**src/rtl/mips_fetch_pkg.sv**
```systemverilog
// Shared definitions for the MIPS instruction fetch stage: FSM states, NOP encoding
// and the default boot address.
package mips_fetch_pkg;

  typedef enum logic [1:0] {
    BOOT,
    RUN,
    HALTED
  } fetch_state_e;

  localparam logic [31:0] NOP              = 32'h0000_0000;
  localparam logic [31:0] DEFAULT_RESET_PC = 32'h0040_0000;

endpackage

```
**src/rtl/pc_register.sv**
```systemverilog
// Program counter register: loads d when en is high, asynchronous active-high reset to RESET_PC.
module pc_register #(
  parameter int unsigned           DATA_WIDTH = 32,
  parameter logic [DATA_WIDTH-1:0] RESET_PC   = '0
) (
  input  logic                  clk,
  input  logic                  reset,
  input  logic                  en,
  input  logic [DATA_WIDTH-1:0] d,
  output logic [DATA_WIDTH-1:0] q
);

  always_ff @(posedge clk or posedge reset) begin
    if (reset) begin
      q <= RESET_PC;
    end else if (en) begin
      q <= d;
    end
  end

endmodule

```
**src/rtl/instruction_fetch_unit.sv**
```systemverilog
// MIPS instruction fetch stage: PC sequencing with jr/jump/branch redirects and the IF/ID register.
// Define FETCH_DELAY_SLOT_EN to keep the instruction fetched alongside a redirect (delay slot).
module instruction_fetch_unit
  import mips_fetch_pkg::*;
#(
  parameter int unsigned           DATA_WIDTH = 32,
  parameter logic [DATA_WIDTH-1:0] RESET_PC   = DATA_WIDTH'(DEFAULT_RESET_PC)
) (
  input  logic                  clk,
  input  logic                  reset,
  input  logic                  stall,
  input  logic                  flush,
  input  logic                  halt,
  input  logic                  branch_taken,
  input  logic [DATA_WIDTH-1:0] branch_target,
  input  logic                  jump,
  input  logic [25:0]           jump_index,
  input  logic                  jr,
  input  logic [DATA_WIDTH-1:0] jr_target,
  output logic [DATA_WIDTH-1:0] Address,
  input  logic [DATA_WIDTH-1:0] Instruction,
  output logic [DATA_WIDTH-1:0] ifid_instruction,
  output logic [DATA_WIDTH-1:0] ifid_pc_plus4,
  output logic                  ifid_valid,
  output logic [31:0]           fetch_count,
  output logic                  addr_error
);

`ifdef FETCH_DELAY_SLOT_EN
  localparam bit DelaySlot = 1'b1;
`else
  localparam bit DelaySlot = 1'b0;
`endif

  fetch_state_e          state_q, state_d;
  logic [DATA_WIDTH-1:0] pc, pc_next, pc_plus4, jump_target, raw_target, redirect_target;
  logic                  pc_en, redirect, misaligned;
  logic                  ifid_we, ifid_valid_d, count_inc, err_set;
  logic [DATA_WIDTH-1:0] ifid_instr_d, ifid_pc4_d;

  pc_register #(
    .DATA_WIDTH (DATA_WIDTH),
    .RESET_PC   (RESET_PC)
  ) u_pc_register (
    .clk   (clk),
    .reset (reset),
    .en    (pc_en),
    .d     (pc_next),
    .q     (pc)
  );

  assign Address = (state_q == BOOT) ? RESET_PC : pc;

  // Redirect target selection: jr > jump > branch, low two bits forced to word alignment.
  always_comb begin
    pc_plus4    = pc + DATA_WIDTH'(4);
    jump_target = {pc_plus4[DATA_WIDTH-1:28], jump_index, 2'b00};
    redirect    = jr | jump | branch_taken;
    if (jr) begin
      raw_target = jr_target;
    end else if (jump) begin
      raw_target = jump_target;
    end else begin
      raw_target = branch_target;
    end
    misaligned      = redirect && (raw_target[1:0] != 2'b00);
    redirect_target = {raw_target[DATA_WIDTH-1:2], 2'b00};
  end

  always_comb begin
    state_d      = state_q;
    pc_en        = 1'b0;
    pc_next      = pc_plus4;
    ifid_we      = 1'b0;
    ifid_instr_d = DATA_WIDTH'(NOP);
    ifid_pc4_d   = '0;
    ifid_valid_d = 1'b0;
    count_inc    = 1'b0;
    err_set      = 1'b0;

    unique case (state_q)
      BOOT: begin
        state_d = RUN;
      end
      RUN: begin
        if (halt) begin
          state_d = HALTED;
          ifid_we = 1'b1;
        end else begin
          if (redirect) begin
            pc_en   = 1'b1;
            pc_next = redirect_target;
            err_set = misaligned;
          end else if (!stall) begin
            pc_en = 1'b1;
          end

          if (flush) begin
            ifid_we = 1'b1;
          end else if (!stall) begin
            ifid_we = 1'b1;
            if (!redirect || DelaySlot) begin
              ifid_instr_d = Instruction;
              ifid_pc4_d   = pc_plus4;
              ifid_valid_d = 1'b1;
              count_inc    = 1'b1;
            end
          end
        end
      end
      HALTED: begin
        ifid_we = 1'b1;
      end
      default: begin
        state_d = BOOT;
      end
    endcase
  end

  always_ff @(posedge clk or posedge reset) begin
    if (reset) begin
      state_q          <= BOOT;
      ifid_instruction <= DATA_WIDTH'(NOP);
      ifid_pc_plus4    <= '0;
      ifid_valid       <= 1'b0;
      fetch_count      <= 32'd0;
      addr_error       <= 1'b0;
    end else begin
      state_q <= state_d;
      if (ifid_we) begin
        ifid_instruction <= ifid_instr_d;
        ifid_pc_plus4    <= ifid_pc4_d;
        ifid_valid       <= ifid_valid_d;
      end
      if (count_inc) begin
        fetch_count <= fetch_count + 32'd1;
      end
      if (err_set) begin
        addr_error <= 1'b1;
      end
    end
  end

endmodule

```
**config.mk**
```make
export PLATFORM = sky130hd
export DESIGN_NAME = instruction_fetch_unit
export DESIGN_NICKNAME = d
export VERILOG_FILES = /design/src/rtl/mips_fetch_pkg.sv /design/src/rtl/pc_register.sv /design/src/rtl/instruction_fetch_unit.sv
export SDC_FILE = /design/constraint.sdc
export NUM_CORES = 1
export LEC_CHECK = 0
export CORE_MARGIN = 4
export CORE_UTILIZATION = 40
export DETAILED_ROUTE_END_ITERATION = 7
export DONT_BUFFER_PORTS = 1
export GPL_ROUTABILITY_DRIVEN = 0
export HOLD_SLACK_MARGIN = 0.08
export PLACE_DENSITY = 0.58
export SYNTH_ARGS = -nofsm -noshare
export SYNTH_HDL_FRONTEND = slang
export SYNTH_HIERARCHICAL = 1
export SYNTH_SLANG_ARGS = --single-unit
```
**constraint.sdc**
```tcl
create_clock -name clk -period 7.8 [get_ports clk]
set_input_delay 0.78 -clock clk [delete_from_list [all_inputs] [get_ports clk]]
set_output_delay 0.78 -clock clk [all_outputs]
set_load 0.01 [all_outputs]
```
==> summary.txt, run 1 <==
Run status
  – Outcome: finished clean

STA
  – Fmax achieved: ~0.34 GHz
  – RSZ-0062 raised after global routing: false
  – Skew final: 8.88 ps
  – Tightest Pin Transition: 1130 ps
  – Min cycle time layout: 2910 ps
  – Hold Violations, Final: 0
  – Post-route clock period utilization: between 30% and 40%
  – Final Setup Violations: 0
  – Max-slew violation count: 0
  – Normalized max-slew margin: around a quarter
  – Setup ws final: a little under 5000 ps
  – Setup tns final: 0 ps

Synth
  – Largest family of logic cells by synthesized area: simple AND/OR/NAND/NOR gates
  – Number of synthesized flops with an enable pin: 0
  – Post-synthesis sequential area ratio: 47.8%
  – Syn. warnings: 6
  – Cell Area, Synth: between 6000 and 7000 µm²
  – Mapped Cells: 662
  – Synth Area in Adders: 0.904%
  – XOR/XNOR share of the synthesized area: about 7.5%
  – Synth area leader: dfrtp_1
  – Synth Area per Inst: between 10 and 15 µm²
  – Compound-Gate Fraction of Synth Area: 12.8%
  – Synth top area share: a little under half
  – Most used DFF post-synth: dfrtp_1
  – Multiplexer area fraction after synthesis: 10.9%
  – Ys async rst share: 100%
  – Synth Register Bits: 132
  – Synth area leaders: dfrtp_1 (47%), mux2_4 (6.5%), a22o_1 (4.6%)
  – Post-Synth Simple-Gate Area: between 15 and 20%
  – Synth unique cells: 44
  – Syn nets: ~800

Worst setup path
  – R2r setup slk: about 4900 ps
  – Crit-path max FO: 19
  – Crit path kind: reg -> reg
  – CP required: around 8100 ps
  – Arr. time, crit path: approximately 3300 ps
  – Startpoint class of the critical path: flip-flop
  – Endpoint class of the critical path: flip-flop

Routing
  – DRC viols: 0
  – DR vias: a little over 5000
  – First-pass DRT Iterations: 5
  – Drt first-iter violations: between 200 and 300
  – Drt total wl: ~20 mm
  – Post-route ant nets: 0
  – Via density: about 5.8
  – Routed wire length per instance: between 20 and 25 µm

Run
  – MaxCap Viol Count: 0

Place
  – Post-DP HPWL: 14.7 mm
  – Place WS: 4500 ps
  – Placed cells: between 800 and 900
  – Port bufs: 0
  – Area after DPL: a little over 7000 µm²

Die
  – DIE AREA: slightly below 20000 µm²
  – Starting Density: 41.3%
  – Die span in x: 140 µm
  – Die H: around 140 µm
  – Rows: 47
  – I/O Pins: 260
  – Core box area: around 17000 µm²

Clock network
  – Cts hold-fix bufs: 0
  – # resized after CTS: 0
  – Max Buffers Root-to-Sink: 2
  – # H-tree levels: 4
  – Clock root buffer: clkbuf_16
  – CTS tree: done
  – # clock sinks: between 100 and 150
  – Worst-path clk slew: about 60 ps
  – Setup Buffers After CTS: 0
  – TritonCTS Buffers: 17
  – Worst-skew pair later-pin latency: 420 ps

Cells and area
  – Commonest cells after routing, fill and taps aside: dfrtp_1 (131), nor2_1 (59), nand2_1 (49)
  – Fin cells: 881
  – Nets: approximately 780
  – Design Area, Final: ~7700 µm²
  – Fill cells: about 1600
  – Area Growth Syn to Fin: 11.5%
  – Antenna fix cells: 0
  – Fraction of layout instances using a drive strength above 1: around an eighth
  – Most common cell after layout, fill and taps aside: dfrtp_1

Global route
  – Gr ovfl total: 0
  – Vias in the first global route: roughly 5300
  – Total track usage: between 20% and 30%
  – Largest net degree at the start of global routing: 79
  – Global-route wire length before repair: around 31 mm
  – Initial antenna violation count: 0

Power and ir drop
  – Leakage Power: around 3.5 nW
  – Worst vdd ir: between 0.15 and 0.2 mV
  – Overall power: about 0.0016 W
  – Cell area power density: 208 nW/µm²

Min path
  – Hold Path Class: in -> async
-- path summary, 6_finish.rpt --
kind | endpoint | start | cells past startpoint
max in group asynchronous | fetch_count[2]$_DFFE_PP0P_ | reset | 2
min reg2reg | u_pc_register/q[29]$_DFFE_PP0P_ | u_pc_register/q[29]$_DFFE_PP0P_ | 1
max | ifid_instruction[19]$_DFFE_PP0P_ | state_q[1]$_DFFE_PP0P_ | 7
min | ifid_instruction[29]$_DFFE_PP0P_ | reset | 1
max reg2reg | ifid_instruction[19]$_DFFE_PP0P_ | state_q[1]$_DFFE_PP0P_ | 7
min in group clk | ifid_instruction[16]$_DFFE_PP0P_ | Instruction[16] | 1
-- per-stage QoR --
| stage | util (%) | hold WS (ps) |
|---|---|---|
| 2_1_floorplan | - | 482 |
| 3_3_place_gp | 42.1 | 499 |
| 3_5_place_dp | 42.1 | 512 |
| 4_1_cts | 46.0 | 210 |
| 5_1_grt | 46.0 | 221 |
| 6_report | 46.0 | 215 |
-- state kept, by name, summed over array words and instances, names as in the netlist --
register and cells:
fetch_count 32, u_pc_register/q 32, state_q 2, ifid_pc_plus4 32, ifid_instruction 32, ifid_valid 1
addr_error 1
-- routing by layer --
| metal | vias up | share of wire (%) | global-route usage [%] | wire [µm] |
|---|---|---|---|---|
| li1 | 2319 | - | - | - |
| met1 | 2551 | 40 | 24.7 | 8020 |
| met2 | 246 | 50 | 34.8 | 10100 |
| met3 | 18 | 9.6 | 7.86 | 1940 |
| met4 | 0 | 1.2 | 5.92 | 242 |
| met5 | - | 0 | 0 | 0 |
-- where the power goes --
group / total, W / internal, W / switching, W
sequential: 0.000685 / 0.000685 / 0
clock: 0.000881 / 0.000575 / 0.000306
combinational: 0.0000343 / 0.0000117 / 0.0000226
-- critical path, cell delays in order (launching register included) --
cell	delay, ps
dfrtp_1	390
inv_1	110
ha_1	220
nand2b_1	180
nor4_4	650
nor2b_2	750
buf_4	370
a22o_1	180
-- cell usage after synthesis (all sizes together), types with 2 or more instances --
cell type / n
a21oi: 29
buf: 12
a22o: 36
o21ai: 31
nand3: 25
nor4: 6
a22oi: 4
and3: 7
nor2: 59
xor2: 36
xnor2: 23
clkbuf: 28
nand2: 50
a21o: 2
o22ai: 3
nand2b: 3
ha: 5
mux2i: 26
dfrtp: 131
inv: 12
or3: 3
nor2b: 31
and4: 2
nand4: 23
nor3: 5
mux2: 34
and2: 5
a211oi: 24
or2: 3
-- logic make-up after synthesis --
family | count (synthesis)
DFF | 132
muxes | 60
AOI/OAI and AO/OA | 132
and+or+nand+nor | 222
buffers and inverters | 52
xor gates and xnor gates | 59
adders and majority gates | 5
-- area by class of cell --
cell class | count | area (µm²) | share of cell area [%]
multi-input cells | 478 | 3380 | 43.9
flip-flops and latches | 132 | 3300 | 42.8
clock buffers | 19 | 443 | 5.74
well taps | 220 | 275 | 3.57
clock inverters | 13 | 206 | 2.68
repair buffers | 7 | 52.6 | 0.681
inverters | 12 | 47.5 | 0.616
No activity file was read; power rests on OpenSTA's default activity.
==> run 2, diff against run 1 <==
Clock period 7.8 ns to 2.99 ns, I/O delays scaled along.
==> summary.txt, run 2 (synthesis gave the netlist of run 1 again) <==
Clock network
  – Worst-path clk slew: 50 ps
  – TritonCTS Buffers: 17
  – # resized after CTS: 0
  – Worst-skew pair later-pin latency: 420 ps
  – CTS tree: done
  – Max Buffers Root-to-Sink: 2
  – Setup Buffers After CTS: 0
  – # H-tree levels: 4
  – # clock sinks: ~130
  – Clock root buffer: clkbuf_16

Power and ir drop
  – Worst vdd ir: around 0.38 mV
  – Clk pwr share: 50.7%
  – Combinational Power Share: 3.4%
  – Internal power: between 0.003 and 0.004 W
  – Cell area power density: 483 nW/µm²
  – Psw: ~0.00083 W
  – Sequential fraction of design power: ~46%
  – Leakage Power: between 3 and 4 nW
  – Sw Share: ~21%

Cells and area
  – Design Area, Final: just over 8000 µm²
  – Fin cells: 923
  – Area Growth Syn to Fin: 16.4%
  – Commonest cells after routing, fill and taps aside: dfrtp_1 (131), nor2_1 (59), nand2_1 (49)
  – Fraction of layout instances using a drive strength above 1: ~13%
  – Most common cell after layout, fill and taps aside: dfrtp_1
  – Nets: about 820

Min path
  – Hold Path Class: in -> reg

Routing
  – First-pass DRT Iterations: 4
  – DRC viols: 0
  – Routed wire length per instance: 22.7 µm
  – DR vias: roughly 5200
  – Drt first-iter violations: about 230
  – Post-route ant nets: 0
  – Via density: approximately 5.7
  – Drt total wl: roughly 21 mm

Run
  – MaxCap Viol Count: 0

Die
  – Die span in x: 140 µm
  – Rows: 47
  – Core box area: between 15000 and 20000 µm²
  – Starting Density: about two fifths
  – I/O Pins: 260
  – Die H: roughly 140 µm
  – DIE AREA: between 15000 and 20000 µm²

STA
  – Fin Hold WS: 138 ps
  – Setup ws final: between 600 and 700 ps
  – Final Setup Violations: 0
  – RSZ-0062 raised after global routing: false
  – Post-route clock period utilization: about four fifths
  – Hold Violations, Final: 0
  – Fmax achieved: roughly 0.42 GHz
  – Min cycle time layout: around 2400 ps
  – Tightest Pin Transition: between 800 and 900 ps
  – Skew final: ~13 ps
  – Max-slew violation count: 0
  – Normalized max-slew margin: approximately 41%
  – Setup tns final: 0 ps

Global route
  – Global-route wire length before repair: between 30 and 40 mm
  – Total track usage: a little over a fifth
  – Vias in the first global route: about 5500
  – Gr ovfl total: 0
  – Largest net degree at the start of global routing: 60
  – Initial antenna violation count: 1

Place
  – Placed cells: about 860
  – Post-DP HPWL: around 15 mm
  – Area after DPL: between 7000 and 8000 µm²
  – Place WS: approximately 690 ps
  – Port bufs: 0

Worst setup path
  – Startpoint class of the critical path: flip-flop
  – Crit path kind: reg -> out
  – CP required: around 2700 ps
  – Endpoint class of the critical path: output pin
  – Crit-path max FO: 18
  – Arr. time, crit path: between 2000 and 2500 ps

Run status
  – Outcome: finished clean
run 2: worst max-delay path: stages, from the launching register on:
cell	delay, ps
dfrtp_1	390
inv_1	100
ha_1	650
buf_4	350
nor2b_1	140
run 2: metal layers:
layer	global-route usage, %	wire [µm]	vias to the layer above
met4	7.36	274	0
met2	36.1	10400	245
met1	25.1	8420	2581
met3	7.82	1850	21
met5	0	0	-
li1	-	-	2402
run 2: final timing paths:
check / from / endpoint / slack [ps] / cells after the start
setup / recovery: state_q[1]$_DFFE_PP0P_ / Address[7] / 640 / 4
hold / removal: jr_target[1] / addr_error$_DFFE_PP0P_ / 140 / 3
setup reg to reg: state_q[1]$_DFFE_PP0P_ / ifid_instruction[29]$_DFFE_PP0P_ / 700 / 6
hold reg to reg: u_pc_register/q[29]$_DFFE_PP0P_ / u_pc_register/q[29]$_DFFE_PP0P_ / 530 / 1
max in group asynchronous: reset / fetch_count[22]$_DFFE_PP0P_ / 1770 / 3
min in group asynchronous: reset / ifid_pc_plus4[1]$_DFFE_PP0P_ / 480 / 2
run 2: repair_timing:
action,4_1_cts,5_1_grt
setup endpoints to repair,0,0
hold endpoints to repair,106,0
hold buffers,34,0
run 2: power by group through the flow:
stage / Combinational [W] / Clock, W / Sequential, W
after floorplan: 0.0000850 / 0 / 0.00182
after CTS: 0.000133 / 0.00202 / 0.00179
after global routing: 0.000146 / 0.00211 / 0.00179
final: 0.000131 / 0.00197 / 0.00179
after global placement: 0.0000932 / 0 / 0.00182
after detailed placement: 0.0000962 / 0 / 0.00182
run 2: cell type report:
cell class                      count  area, µm²
Clock buffer                       24        482
Tap cell                          220        275
Sequential cell                   132       3300
Multi-Input combinational cell    478       3380
Inverter                           12       47.5
Timing Repair Buffer               48        483
Antenna cell                        1       2.50
Fill cell                        1572       8710
Clock inverter                      8       76.3
run 2: per-stage QoR:
stage                     utilization (%)  power, W
after detailed placement             42.7   0.00192
after global routing                 48.1   0.00404
after floorplan                         -   0.00190
final                                48.1   0.00389
after CTS                            48.0   0.00394
after global placement               42.7   0.00191
==> run 3, diff against run 2 <==
Clock period 2.99 ns to 2.4 ns, I/O delays scaled along.
==> summary.txt, run 3 (synthesis gave the netlist of run 1 again) <==
Run status
  – Outcome: finished clean

Clock network
  – Max Buffers Root-to-Sink: 2
  – Worst-path clk slew: approximately 60 ps
  – Worst-skew pair later-pin latency: around 420 ps
  – Cts hold-fix bufs: 36
  – Clock root buffer: clkbuf_16
  – TritonCTS Buffers: 17
  – # H-tree levels: 4
  – Setup Buffers After CTS: 0
  – CTS tree: done
  – # clock sinks: about 130
  – # resized after CTS: 0

STA
  – Normalized max-slew margin: around 46%
  – Fmax achieved: ~0.45 GHz
  – Setup tns final: 0 ps
  – Post-route clock period utilization: 92.7%
  – Max-slew violation count: 0
  – Skew final: about 8.3 ps
  – Fin Hold WS: 153 ps
  – Tightest Pin Transition: ~800 ps
  – Final Setup Violations: 0
  – Min cycle time layout: 2230 ps
  – RSZ-0062 raised after global routing: false
  – Hold Violations, Final: 0

Worst setup path
  – Crit-path cells: nand4_1 -> nor3_1 -> buf_4 -> nand3_1 -> xnor2_1 -> o22ai_1 -> mux2_4
  – Endpoint class of the critical path: flip-flop
  – Worst path max stage delay: between 500 and 600 ps
  – Crit path kind: reg -> reg
  – CP max stage cell: dfrtp_1
  – Startpoint class of the critical path: flip-flop
  – Crit-path max FO: 14
  – CP required: between 2000 and 3000 ps
  – Arr. time, crit path: 2530 ps

Cells and area
  – Fraction of layout instances using a drive strength above 1: about 14%
  – Register area: 3300 µm²
  – Nets: 830
  – Commonest cells after routing, fill and taps aside: dfrtp_1 (131), nor2_1 (59), nand2_1 (49)
  – Fill cells: between 1500 and 2000
  – Antenna fix cells: 0
  – Area Growth Syn to Fin: 18.0%
  – Area of the multi-input gates: ~3400 µm²
  – Most common cell after layout, fill and taps aside: dfrtp_1

Power and ir drop
  – Cell area power density: approximately 630 nW/µm²
  – Leakage Power: roughly 3.7 nW
  – Worst vdd ir: approximately 0.46 mV

Routing
  – Drt total wl: about 20 mm
  – Routed wire length per instance: 22.1 µm
  – DR vias: ~5300
  – Drt first-iter violations: ~220
  – DRC viols: 0
  – Via density: ~5.7
  – Post-route ant nets: 0
  – First-pass DRT Iterations: 4

Global route
  – Largest net degree at the start of global routing: between 60 and 70
  – Initial antenna violation count: 0
  – Vias in the first global route: approximately 5600
  – Gr ovfl total: 0
  – Global-route wire length before repair: between 30 and 40 mm
  – Total track usage: a little over a fifth

Die
  – Core box area: 16800 µm²
  – Starting Density: approximately two fifths
  – I/O Pins: 260
  – Rows: 47
  – Die span in x: between 100 and 150 µm
  – Die H: 140 µm
  – DIE AREA: 19500 µm²

Min path
  – Hold Path Class: in -> reg

Place
  – Port bufs: 0
  – Post-DP HPWL: about 14 mm

Run
  – MaxCap Viol Count: 0
[run 3: changes by cell type in the layout (fill, tap and decap cells not counted), sizes merged, moves of 2 or more]
| cell | previous run | this run |
|---|---|---|
| buf | 14 | 18 |
| bufinv | 1 | 4 |
| clkbuf | 24 | 18 |
| clkinv | 4 | 8 |
| dlygate4sd3 | 34 | 36 |
[run 3: cell type report]
cell class / instances / share of cell area [%]
sequential: 132 / 40.5
multi-input combinational: 478 / 41.5
clock buffer: 18 / 5.26
clock inverter: 14 / 2.28
timing repair buffer: 54 / 6.53
tap: 220 / 3.37
inverter: 12 / 0.598
[run 3: critical path: cells and delay by family, from the launching register on]
| kind | cells | cell delay (ps) |
|---|---|---|
| and+or+nand+nor | 3 | 670 |
| DFF | 1 | 510 |
| muxes | 1 | 270 |
| xor gates and xnor gates | 1 | 250 |
| buffers and inverters | 1 | 270 |
| AOI/OAI and AO/OA | 1 | 140 |
[run 3: per-layer routing]
layer | wire length, µm | GRT usage, % | up-vias | share of wire, %
met2 | 10400 | 36.6 | 255 | 51
met3 | 2090 | 8.89 | 18 | 10
met5 | 0 | 0 | - | 0
met4 | 250 | 4.99 | 0 | 1.2
met1 | 7730 | 23.9 | 2610 | 38
li1 | - | - | 2415 | -
[run 3: final timing paths]
check,start,to,slack (ps),depth (start not counted)
max,u_pc_register/q[8]$_DFFE_PP0P_,u_pc_register/q[29]$_DFFE_PP0P_,170,7
min,jr_target[24],u_pc_register/q[24]$_DFFE_PP0P_,150,3
max reg2reg,u_pc_register/q[8]$_DFFE_PP0P_,u_pc_register/q[29]$_DFFE_PP0P_,170,7
min reg2reg,u_pc_register/q[29]$_DFFE_PP0P_,u_pc_register/q[29]$_DFFE_PP0P_,520,1
max in group asynchronous,reset,ifid_instruction[26]$_DFFE_PP0P_,1270,3
min in group asynchronous,reset,u_pc_register/q[7]$_DFFE_PP0P_,450,3
[run 3: where the power goes]
group	switching, W	internal, W
clock	0.00100	0.00173
combinational	0.0000846	0.0000787
sequential	0	0.00223
[run 3: metrics by stage]
stage               power, W  instance area [µm²]  setup slack, ps  util, %  cells
finish               0.00512                 8160              175     48.7    928
global route         0.00531                 8160             29.5     48.7    928
CTS                  0.00518                 8160              205     48.7    928
detailed placement   0.00238                 7180              212     42.9    860
global placement     0.00238                 7180              267     42.9    860
floorplan            0.00237                 6920              382        -    662
